===== config.mk =====
export PLATFORM = sky130hd
export DESIGN_NAME = mem_wb_reg
export DESIGN_NICKNAME = d
export VERILOG_FILES = /design/src/rtl/mem_wb_reg.sv
export SDC_FILE = /design/constraint.sdc
export NUM_CORES = 1
export LEC_CHECK = 0
export BUFFER_PORTS_ARGS = -buffer_cell sky130_fd_sc_hd__clkbuf_2
export CAP_MARGIN = 10
export CORE_UTILIZATION = 37
export CTS_CLUSTER_SIZE = 20
export DETAILED_ROUTE_END_ITERATION = 16
export GPL_TIMING_DRIVEN = 0
export HOLD_SLACK_MARGIN = 0.08
export PLACE_DENSITY = 0.68
export SYNTH_ARGS = -nofsm -noshare
export SYNTH_HDL_FRONTEND = slang
export SYNTH_SLANG_ARGS = --single-unit

===== constraint.sdc =====
create_clock -name clk -period 2.2 [get_ports clk]
set_clock_uncertainty 0.1 [all_clocks]
set_input_delay 0.11 -clock clk [delete_from_list [all_inputs] [get_ports clk]]
set_output_delay 0.11 -clock clk [all_outputs]
set_load 0.01 [all_outputs]

===== src/rtl/mem_wb_reg.sv =====
// ---------------------------------------------------------------------------
// mem_wb_reg -- MEM/WB pipeline register.
//
// Formats load data (byte/halfword select with sign or zero extension),
// flags misaligned loads and suppresses their register write, then
// registers everything into the WB stage. Stall holds all state. Flush
// inserts a bubble and takes priority over stall. A retired-instruction
// counter advances whenever a valid WB instruction leaves the stage.
//
// Ports:
//   clk, rst_n                      clock, async active-low reset
//   ALUResult_M, read_data_M,
//   PCplus4M, RdM, RegWriteM,
//   ResultSrcM, funct3M, ValidM     MEM-stage inputs
//   StallW, FlushW                  hold / bubble controls
//   ALUResult_W, read_data_W,
//   PCplus4W, RdW, RegWriteW,
//   ResultSrcW, ValidW              registered WB-stage copies
//   LoadMisalignW                   registered misaligned-load flag
//   RetireCount                     retired-instruction count (wraps)
// ---------------------------------------------------------------------------
module mem_wb_reg #(
  parameter int CNT_W = 32
) (
  input  logic             clk,
  input  logic             rst_n,
  input  logic [31:0]      ALUResult_M,
  input  logic [31:0]      read_data_M,
  input  logic [31:0]      PCplus4M,
  input  logic [4:0]       RdM,
  input  logic             RegWriteM,
  input  logic [1:0]       ResultSrcM,
  input  logic [2:0]       funct3M,
  input  logic             ValidM,
  input  logic             StallW,
  input  logic             FlushW,
  output logic [31:0]      ALUResult_W,
  output logic [31:0]      read_data_W,
  output logic [31:0]      PCplus4W,
  output logic [4:0]       RdW,
  output logic             RegWriteW,
  output logic [1:0]       ResultSrcW,
  output logic             ValidW,
  output logic             LoadMisalignW,
  output logic [CNT_W-1:0] RetireCount
);

  // Extract and extend the addressed byte/halfword of a little-endian word.
  function automatic logic [31:0] format_load(input logic [31:0] word,
                                              input logic [1:0]  off,
                                              input logic [2:0]  f3);
    logic [7:0]  byte_v;
    logic [15:0] half_v;
    case (off)
      2'b00:   byte_v = word[7:0];
      2'b01:   byte_v = word[15:8];
      2'b10:   byte_v = word[23:16];
      2'b11:   byte_v = word[31:24];
      default: byte_v = word[7:0];
    endcase
    half_v = off[1] ? word[31:16] : word[15:0];
    case (f3)
      3'b000:  format_load = {{24{byte_v[7]}}, byte_v};
      3'b100:  format_load = {24'h000000, byte_v};
      3'b001:  format_load = {{16{half_v[15]}}, half_v};
      3'b101:  format_load = {16'h0000, half_v};
      default: format_load = word;
    endcase
  endfunction

  // Halfword loads need an even offset; word loads need offset zero.
  function automatic logic load_misaligned(input logic [1:0] off,
                                           input logic [2:0] f3);
    case (f3)
      3'b001:  load_misaligned = off[0];
      3'b101:  load_misaligned = off[0];
      3'b010:  load_misaligned = (off != 2'b00);
      default: load_misaligned = 1'b0;
    endcase
  endfunction

  logic [31:0] load_data_s;
  logic        misalign_s;
  logic        regwrite_s;

  logic [31:0]      alu_r;
  logic [31:0]      rdata_r;
  logic [31:0]      pc4_r;
  logic [4:0]       rd_r;
  logic             regwrite_r;
  logic [1:0]       rsrc_r;
  logic             valid_r;
  logic             misalign_r;
  logic [CNT_W-1:0] retire_r;

  // M-side next values: formatted load data, misalign flag, write enable.
  always_comb begin
    load_data_s = 32'h0000_0000;
    misalign_s  = 1'b0;
    regwrite_s  = 1'b0;
    if ((ResultSrcM == 2'b01) && ValidM) begin
      misalign_s = load_misaligned(ALUResult_M[1:0], funct3M);
    end else begin
      misalign_s = 1'b0;
    end
    if (misalign_s) begin
      load_data_s = 32'h0000_0000;
    end else begin
      load_data_s = format_load(read_data_M, ALUResult_M[1:0], funct3M);
    end
    regwrite_s = RegWriteM & ValidM & (RdM != 5'd0) & ~misalign_s;
  end

  // Pipeline register: flush beats stall, stall holds, otherwise capture.
  always_ff @(posedge clk or negedge rst_n) begin
    if (!rst_n) begin
      alu_r      <= 32'h0000_0000;
      rdata_r    <= 32'h0000_0000;
      pc4_r      <= 32'h0000_0000;
      rd_r       <= 5'd0;
      regwrite_r <= 1'b0;
      rsrc_r     <= 2'b00;
      valid_r    <= 1'b0;
      misalign_r <= 1'b0;
    end else if (FlushW) begin
      alu_r      <= 32'h0000_0000;
      rdata_r    <= 32'h0000_0000;
      pc4_r      <= 32'h0000_0000;
      rd_r       <= 5'd0;
      regwrite_r <= 1'b0;
      rsrc_r     <= 2'b00;
      valid_r    <= 1'b0;
      misalign_r <= 1'b0;
    end else if (!StallW) begin
      alu_r      <= ALUResult_M;
      rdata_r    <= load_data_s;
      pc4_r      <= PCplus4M;
      rd_r       <= RdM;
      regwrite_r <= regwrite_s;
      rsrc_r     <= ResultSrcM;
      valid_r    <= ValidM;
      misalign_r <= misalign_s;
    end else begin
      alu_r      <= alu_r;
      rdata_r    <= rdata_r;
      pc4_r      <= pc4_r;
      rd_r       <= rd_r;
      regwrite_r <= regwrite_r;
      rsrc_r     <= rsrc_r;
      valid_r    <= valid_r;
      misalign_r <= misalign_r;
    end
  end

  // Retire counter: the instruction already in WB retires as it leaves,
  // so a flush (which kills the incoming one) does not block the count.
  always_ff @(posedge clk or negedge rst_n) begin
    if (!rst_n) begin
      retire_r <= {CNT_W{1'b0}};
    end else if (valid_r && !StallW) begin
      retire_r <= retire_r + CNT_W'(1);
    end else begin
      retire_r <= retire_r;
    end
  end

  assign ALUResult_W   = alu_r;
  assign read_data_W   = rdata_r;
  assign PCplus4W      = pc4_r;
  assign RdW           = rd_r;
  assign RegWriteW     = regwrite_r;
  assign ResultSrcW    = rsrc_r;
  assign ValidW        = valid_r;
  assign LoadMisalignW = misalign_r;
  assign RetireCount   = retire_r;

endmodule

==> results of run 1 <==
per-stage QoR:
step                      setup TNS [ns]  std cells  setup WS, ns  hold slack, ns  area (um2)
final                                  0       1189        0.0648          0.0933        9700
after global routing                   0       1189        0.0268           0.144        9700
after detailed placement               0       1045         0.181          0.0146        7930
after global placement           -197.55       1044         -1.44           0.250        7900
after CTS                              0       1189        0.0200          0.0957        9700
after floorplan                        0        577         0.497          -0.286        6390
worst max-delay path, stage by stage:
cell and delay [ns]:
dlygate4sd3_1 0.53, clkbuf_2 0.13, mux4_2 0.46, or2_2 0.32, nand4_4 0.11, o311ai_1 0.11, dlygate4sd3_1 0.57
where the power goes:
group | leakage [nW] | total [mW] | switching (mW) | internal (mW)
clock network | 0.313 | 3.08 | 1.09 | 1.99
logic | 2.92 | 1.04 | 0.535 | 0.501
registers | 1.85 | 2.80 | 0.114 | 2.69
total | 5.08 | 6.92 | 1.74 | 5.18
layer usage:
metal  track usage  part of all wire  vias up
met5             0                 0        -
met2         0.377              0.49      256
li1              -                 -     2794
met4        0.0909             0.024        0
met3        0.0369             0.062       40
met1         0.280              0.42     2838
final timing paths:
check | startpoint | end | slack (ns) | cells past startpoint
setup / recovery | read_data_M[23] | read_data_W[20] | 0.06 | 7
hold / removal | funct3M[1] | read_data_W[21] | 0.09 | 4
setup reg to reg | RetireCount[4] | RetireCount[15] | 0.30 | 4
hold reg to reg | RetireCount[31] | RetireCount[31] | 0.37 | 1
max in group asynchronous | rst_n | RetireCount[20] | 1.09 | 3
min in group asynchronous | rst_n | ALUResult_W[27] | 0.12 | 2
placed cells by master (no fill, tap or decap), types with 17 or more instances in the layout:
cell type        n
nand4_1         22
xnor2_1         24
clkbuf_2       247
clkbuf_1        23
dfrtp_1        138
nand3_1         18
nor2_1          82
clkbuf_16       17
nand2_1         43
dlygate4sd3_1  112
mux2i_1         76
repair_timing:
item	4_1_cts	5_1_grt
hold endpoints to repair	241	0
buffers inserted	0	1
hold buffers	113	0
endpoints found under the setup margin	0	3
resized for setup	0	2
logic make-up after synthesis:
kind of cell	after synthesis	synth area share
flip-flops	138	0.541
AO/OA/AOI/OAI	64	0.0711
adder cells (fa/ha/maj)	1	0.00196
XOR/XNOR	31	0.0425
multiplexers	79	0.128
AND/OR/NAND/NOR	216	0.179
buffers and inverters	48	0.0362
state kept, by name, summed over array words and instances (netlist names):
signal and count:
ALUResult_W 32, PCplus4W 32, RetireCount 32, read_data_W 32
RdW 5, ResultSrcW 2, LoadMisalignW 1, RegWriteW 1
ValidW 1
cell type report:
class | instances | share of cell area
Sequential cell | 138 | 0.356
Clock inverter | 10 | 0.0170
Clock buffer | 21 | 0.0485
Inverter | 10 | 0.00387
Buffer | 38 | 0.0201
Multi-Input combinational cell | 391 | 0.279
Timing Repair Buffer | 361 | 0.248
Tap cell | 220 | 0.0284
synth_stat cells (8+ instances only):
| library cell | n | area (um2) |
|---|---|---|
| nand3_2 | 10 | 100 |
| buf_2 | 8 | 40.0 |
| nand2_1 | 43 | 161 |
| nor2_1 | 82 | 308 |
| o22ai_1 | 9 | 56.3 |
| nand4_1 | 22 | 138 |
| dfrtp_1 | 138 | 3450 |
| xnor2_1 | 24 | 210 |
| mux2i_1 | 76 | 761 |
| nand3_1 | 18 | 90.1 |
| clkbuf_1 | 23 | 86.3 |
| inv_1 | 10 | 37.5 |
| a21oi_1 | 10 | 50.1 |
| o21ai_0 | 10 | 50.1 |
==> flow_metrics.tcl, run 1 <==
set metrics [dict create \
    max_cap_viol_count 0 \
    htreeDepth 4 \
    die_y_um 133 \
    place.port_buffers 247 \
    slew_headroom 0.598 \
    cts_sinks 138 \
    start_util 0.382 \
    tightest_slew_ns 0.603 \
    hold_viol 0 \
    synth_ff_type "dfrtp_1" \
    final_util 0.581 \
    nets 1070 \
    arrival_ns 2.33 \
    rsz0062_at_grt "no" \
    row_count 47 \
    grt_pass1_wl_um 31200 \
    p_per_area_mw_per_mm2 713 \
    yosysSeqAreaShare 0.541 \
    ioPinCount 250 \
    grt_max_degree 83 \
    wirelength_um 19100 \
    die_w_um 133 \
    nFillCells 1386 \
    cts_buffer_depth 2 \
    synth_edf_count 0 \
    antenna_found_initial 0 \
    multi_input_area_mm2 0.00270 \
    yosysUniqueCellTypes 57 \
    yosys_warnings 0 \
    cp.required_ns 2.40 \
    dp_hpwl_um 13100 \
    via_per_inst 4.99 \
    p_leak_nw 5.08 \
    slew_violations 0 \
    clock.fmax_mhz 468 \
    ir_drop_v 0.000516 \
    crit_path_start_kind "primary input" \
    cts_tree "done" \
    avgSynthCellArea_um2 11.1 \
    hp-class "primary input to flop" \
    wl_per_cell_um 16.1 \
    cts_root_buf "clkbuf_16" \
    vias 5928 \
    synth_nets 690 \
    syn_area_mm2 0.00639 \
    drtIter0Drc 328 \
    ys_ff_latch 138 \
    finalCritPeriodShare 0.971 \
    first_global_vias 6194 \
    finalSetupViolations 0 \
    cts_buffers 17 \
    fp.coreArea_mm2 0.0167 \
    path_max_fanout 5 \
    overflow 0 \
    num_antenna_cells 0 \
    finalPower_mw 6.92 \
    status "finished clean" \
    dieArea_mm2 0.0178 \
    synth_cells 577 \
    async_flop_share 1.00 \
    ant_nets 0 \
    end_kind "flop" \
    crit_type "primary input to flop" \
    clkTransAtPathRegs_ns 0.06 \
    worst_skew_pair.late_latency_ns 0.42 \
    grt_usage 0.222 \
    post-route-min-period_ns 2.14 \
    dr.pass1.iters 5 \
    place_congestion 0.813 \
    drive_gt1_frac 0.327 \
    drc_errors 0 \
    seq_area_mm2 0.00345 \
    syn2layout_area_growth_pct 51.9 \
]
Note: power is estimated with default switching activity, not from simulation.
==> inputs of run 2 (changes only) <==
BUFFER_PORTS_ARGS = unset   (was -buffer_cell sky130_fd_sc_hd__clkbuf_2)
DONT_BUFFER_PORTS = 1   (was unset)
PLACE_DENSITY = 0.56   (was 0.68)
==> run 2 against run 1 <==
  * The run now ends with hold timing left
  * Setup slack gained 0.074 ns
  * Die area unchanged
  * Via count is 14% lower
  * First-iteration DRC count decreased by 38%
  * Core utilization decreased by 6.2 points
  * Non-clock buffer count is 226 lower
  * Wire length is 5.1% lower
  * Design area is 11% lower
  * Critical path depth stayed put
  * Combinational power is 34% lower
  * Power is 3.1% lower
  * Worst hold slack worse by 0.81 ns
==> flow_metrics.tcl, run 2 (synthesized netlist as in run 1, its figures left out) <==
set metrics [dict create \
    max_cap_viol_count 0 \
    path_cells "dlygate4sd3_1 > nor2b_1 > clkbuf_1 > clkbuf_2 > nand2_1 > o31ai_1 > dlygate4sd3_1" \
    die_y_um 133 \
    final_util 0.519 \
    path_buf_inv 4 \
    cts_buffer_depth 2 \
    slew_headroom 0.581 \
    cts_tree "done" \
    crit_path_start_kind "primary input" \
    path_delay_family "buffers and inverters" \
    finalPower_mw 6.70 \
    wl_per_cell_um 18.8 \
    status "finished, violations left" \
    grt_max_degree 139 \
    ioPinCount 250 \
    ir_drop_v 0.000517 \
    drtIter0Drc 203 \
    first_global_vias 5392 \
    crit_type "primary input to flop" \
    path_max_fanout 10 \
    dp_cells 797 \
    final_cell_mix "dfrtp_1, dlygate4sd3_1, nor2_1" \
    critPathMaxStageDelay_ns 0.63 \
    setup_tns_ns 0 \
    p_per_area_mw_per_mm2 773 \
    nFillCells 1485 \
    place_congestion 0.831 \
    failed_checks "hold timing" \
    cts_root_buf "clkbuf_16" \
    dr.pass1.iters 4 \
    overflow 0 \
    grt_pass1_wl_um 28400 \
    dieArea_mm2 0.0178 \
    cp_slowest_cell "dlygate4sd3_1" \
    tightest_slew_ns 0.629 \
    rsz0062_at_grt "no" \
    hp-class "primary input to async pin" \
    postCtsSetupBuffers 0 \
    dp_hpwl_um 12400 \
    drc_errors 0 \
    whs_ns -0.715 \
    dpl-instance-area_mm2 0.00666 \
    finalSetupViolations 0 \
    seq_area_mm2 0.00345 \
    via_per_inst 5.25 \
    ant_nets 0 \
    vias 5070 \
    clock.fmax_mhz 485 \
    cts-hold-fix-buffers 135 \
    hold_viol 138 \
    instances_no_fill 965 \
    end_kind "flop" \
    syn2layout_area_growth_pct 35.7 \
    worst_skew_pair.late_latency_ns 0.42 \
    die_w_um 133 \
    fp.coreArea_mm2 0.0167 \
    dpl_worst_slack_ns 0.205 \
    post-route-min-period_ns 2.06 \
    row_count 47 \
    cts_sinks 138 \
    drive_gt1_frac 0.0968 \
    cts_buffers 17 \
    setup_slack_ns 0.139 \
    htreeDepth 4 \
    multi_input_area_mm2 0.00271 \
    finish.instance_area_mm2 0.00867 \
    slew_violations 0 \
    finalCritPeriodShare 0.937 \
    nets 844 \
    start_util 0.382 \
    antenna_found_initial 1 \
    clkTransAtPathRegs_ns 0.06 \
    path_common_cell "dlygate4sd3_1" \
    cp.required_ns 2.45 \
    p_leak_nw 4.12 \
    arrival_ns 2.31 \
    wirelength_um 18100 \
    grt_usage 0.206 \
    place.port_buffers 0 \
    layout_commonest_cell "dfrtp_1" \
]
[run 2: changes by cell type in the layout (fill, tap and decap cells not counted), sizes merged]
cell,before,now
clkbuf,291,42
dlygate4sd3,112,135
clkinvlp,0,4
buf,17,15
clkinv,5,3
diode,0,1
inv,11,12
[run 2: worst register-to-register path, delay by kind of cell, from the launching register on]
family           cells  cell delay, ns
flip-flops           1            0.52
XOR/XNOR             1            0.17
AND/OR/NAND/NOR      3            1.08
[run 2: path summary, 6_finish.rpt]
kind | end | from | cells after the start | slack (ns)
max | read_data_W[5] | FlushW | 7 | 0.14
min | PCplus4W[1] | rst_n | 0 | -0.72
max reg2reg | RetireCount[29] | RetireCount[5] | 4 | 0.21
min reg2reg | RetireCount[31] | RetireCount[31] | 1 | 0.44
max in group asynchronous | read_data_W[25] | rst_n | 0 | 2.55
min in group clk | read_data_W[23] | funct3M[1] | 4 | 0.12
[run 2: repair_timing]
item,in CTS,in global routing
resized for setup,0,7
hold endpoints to repair,244,138
endpoints found under the setup margin,0,12
[run 2: cell type report]
cell class	count	share of cell area
antenna	1	0.000289
buffer	38	0.0228
clock buffer	19	0.0523
clock inverter	13	0.0219
inverter	10	0.00433
multi-input combinational	391	0.312
sequential	138	0.398
tap	220	0.0318
timing repair buffer	135	0.156
[run 2: where the power goes]
| part | switching, mW | internal [mW] |
|---|---|---|
| combinational | 0.314 | 0.370 |
| sequential | 0.222 | 2.69 |
| clock | 1.14 | 1.97 |
[run 2: layer usage]
| metal | vias to the layer above | track usage | part of all wire |
|---|---|---|---|
| met5 | - | 0 | 0 |
| met2 | 224 | 0.353 | 0.50 |
| met4 | 0 | 0.0890 | 0.026 |
| met3 | 34 | 0.0719 | 0.088 |
| met1 | 2476 | 0.232 | 0.39 |
| li1 | 2336 | - | - |
==> inputs of run 3 (changes only) <==
--- a/constraint.sdc
+++ b/constraint.sdc
@@ -4,2 +4,2 @@
 set_output_delay 0.11 -clock clk [all_outputs]
-set_load 0.01 [all_outputs]
+set_load 0.02 [all_outputs]
==> run 3 against run 2 <==
  * The run still ends with hold timing left
  * Setup slack worse by 0.0012 ns
  * Sequential power up 4%
  * Critical path depth did not move
  * Final cell count did not move
  * Wire length about the same
  * Largest cell class unchanged
  * Clock power barely moved
  * Via count about the same
  * Fmax hardly changed
  * Sequential cell count unchanged
==> flow_metrics.tcl, run 3 (synthesized netlist as in run 1, its figures left out) <==
set metrics [dict create \
    worst_skew_pair.late_latency_ns 0.42 \
    die_w_um 133 \
    cts_buffers 17 \
    fp.coreArea_mm2 0.0167 \
    path_max_fanout 10 \
    max_cap_viol_count 0 \
    dr.pass1.iters 4 \
    cts-hold-fix-buffers 135 \
    power_switching_mw 1.79 \
    crit_path_start_kind "primary input" \
    failed_checks "hold timing" \
    slew_headroom 0.579 \
    final_cell_mix "dfrtp_1, dlygate4sd3_1, nor2_1" \
    overflow 0 \
    ant_nets 0 \
    arrival_ns 2.31 \
    whs_ns -0.715 \
    drtIter0Drc 213 \
    dp_hpwl_um 12400 \
    ir_drop_v 0.000518 \
    grt_usage 0.206 \
    clkTransAtPathRegs_ns 0.06 \
    crit_type "primary input to flop" \
    end_kind "flop" \
    place_congestion 0.831 \
    hp-class "primary input to async pin" \
    nFillCells 1483 \
    seq_power_share 0.444 \
    syn2layout_area_growth_pct 35.9 \
    p_per_area_mw_per_mm2 785 \
    cts_buffer_depth 2 \
    layout_commonest_cell "dfrtp_1" \
    first_global_vias 5392 \
    p_leak_nw 4.14 \
    start_util 0.382 \
    reg2reg_depth 5 \
    setup_tns_ns 0 \
    wl_per_cell_um 18.8 \
    drc_errors 0 \
    antenna_found_initial 1 \
    drive_gt1_frac 0.0968 \
    rsz0062_at_grt "no" \
    dp_cells 797 \
    grt_max_degree 139 \
    instances_no_fill 965 \
    finish.instance_area_mm2 0.00868 \
    p_comb_frac 0.101 \
    cts_tree "done" \
    dieArea_mm2 0.0178 \
    via_per_inst 5.26 \
    ioPinCount 250 \
    worstReg2RegStart "RetireCount[0]" \
    die_y_um 133 \
    tightest_slew_ns 0.632 \
    pwr-share-clk 0.455 \
    htreeDepth 4 \
    finalSetupViolations 0 \
    switching_share 0.263 \
    status "finished, violations left" \
    cts_sinks 138 \
    post-route-min-period_ns 2.06 \
    grt_pass1_wl_um 28400 \
    cp.required_ns 2.45 \
    finalCritPeriodShare 0.938 \
    dpl-instance-area_mm2 0.00666 \
    vias 5073 \
    clock.fmax_mhz 485 \
    slew_violations 0 \
    r2r_slack_ns 0.15 \
    row_count 47 \
    wirelength_um 18100 \
    postCtsSetupBuffers 0 \
    place.port_buffers 0 \
    r2r-end "RetireCount[20]" \
    cts_root_buf "clkbuf_16" \
    nets 844 \
    hold_viol 138 \
    p_int_mw 5.02 \
]
==> run 3: cell types whose count changed in the layout (fill, tap and decap cells not counted) <==
cell / previous run / this run
nor4_4: 2 / 3
nor4_2: 1 / 0
==> run 3: power by group through the flow <==
stage / clock network (mW) / registers, mW / logic (mW)
floorplan: 0 / 3.01 / 0.374
global placement: 0 / 3.07 / 0.442
detailed placement: 0 / 3.07 / 0.464
CTS: 3.15 / 3.03 / 0.678
global route: 3.27 / 3.04 / 0.745
finish: 3.10 / 3.02 / 0.685
==> run 3: final cells by class <==
| type | count | area, um2 | share of cell area |
|---|---|---|---|
| plain buffers | 38 | 198 | 0.0228 |
| repair buffers | 135 | 1350 | 0.156 |
| inverters | 10 | 37.5 | 0.00433 |
| well taps | 220 | 275 | 0.0317 |
| clock buffers | 19 | 453 | 0.0522 |
| diodes | 1 | 2.50 | 0.000288 |
| multi-input cells | 391 | 2720 | 0.313 |
| clock inverters | 13 | 190 | 0.0219 |
| flip-flops and latches | 138 | 3450 | 0.398 |
==> run 3: routing by layer <==
layer,part of all wire,vias to the layer above,wire length [um],global-route usage
met3,0.087,35,1570,0.0719
met5,0,-,0,0
met2,0.50,212,9020,0.353
li1,-,2341,-,-
met4,0.026,0,467,0.0890
met1,0.39,2485,7080,0.232
==> run 3: stage by stage <==
| stage | utilization | power, mW | setup slack (ns) |
|---|---|---|---|
| global placement | 0.399 | 3.51 | 0.188 |
| CTS | 0.518 | 6.85 | 0.0782 |
| floorplan | - | 3.39 | 0.407 |
| detailed placement | 0.399 | 3.53 | 0.123 |
| finish | 0.519 | 6.81 | 0.137 |
| global route | 0.519 | 7.06 | 0.0114 |
==> run 3: how the worst max path moves through the flow <==
| stage | start | to | slack, ns | cells after the start |
|---|---|---|---|---|
| floorplan | RetireCount[0] | RetireCount[20] | 0.41 | 5 |
| global placement | RetireCount[0] | RetireCount[20] | 0.19 | 5 |
| detailed placement | RetireCount[0] | RetireCount[20] | 0.12 | 5 |
| CTS | FlushW | read_data_W[27] | 0.08 | 7 |
| global route | RetireCount[5] | RetireCount[28] | 0.01 | 4 |
| finish | FlushW | read_data_W[5] | 0.14 | 7 |
==> run 3: repair_timing <==
action                     4_1_cts  5_1_grt
hold endpoints to repair       244      138
setup endpoints to repair        0       13
gates resized for setup          0        8
==> run 3: worst max-delay path: stages <==
cell and delay (ns):
dlygate4sd3_1 0.62, nor2b_1 0.13, clkbuf_1 0.31, clkbuf_2 0.33, nand2_1 0.09, o31ai_1 0.09
dlygate4sd3_1 0.63
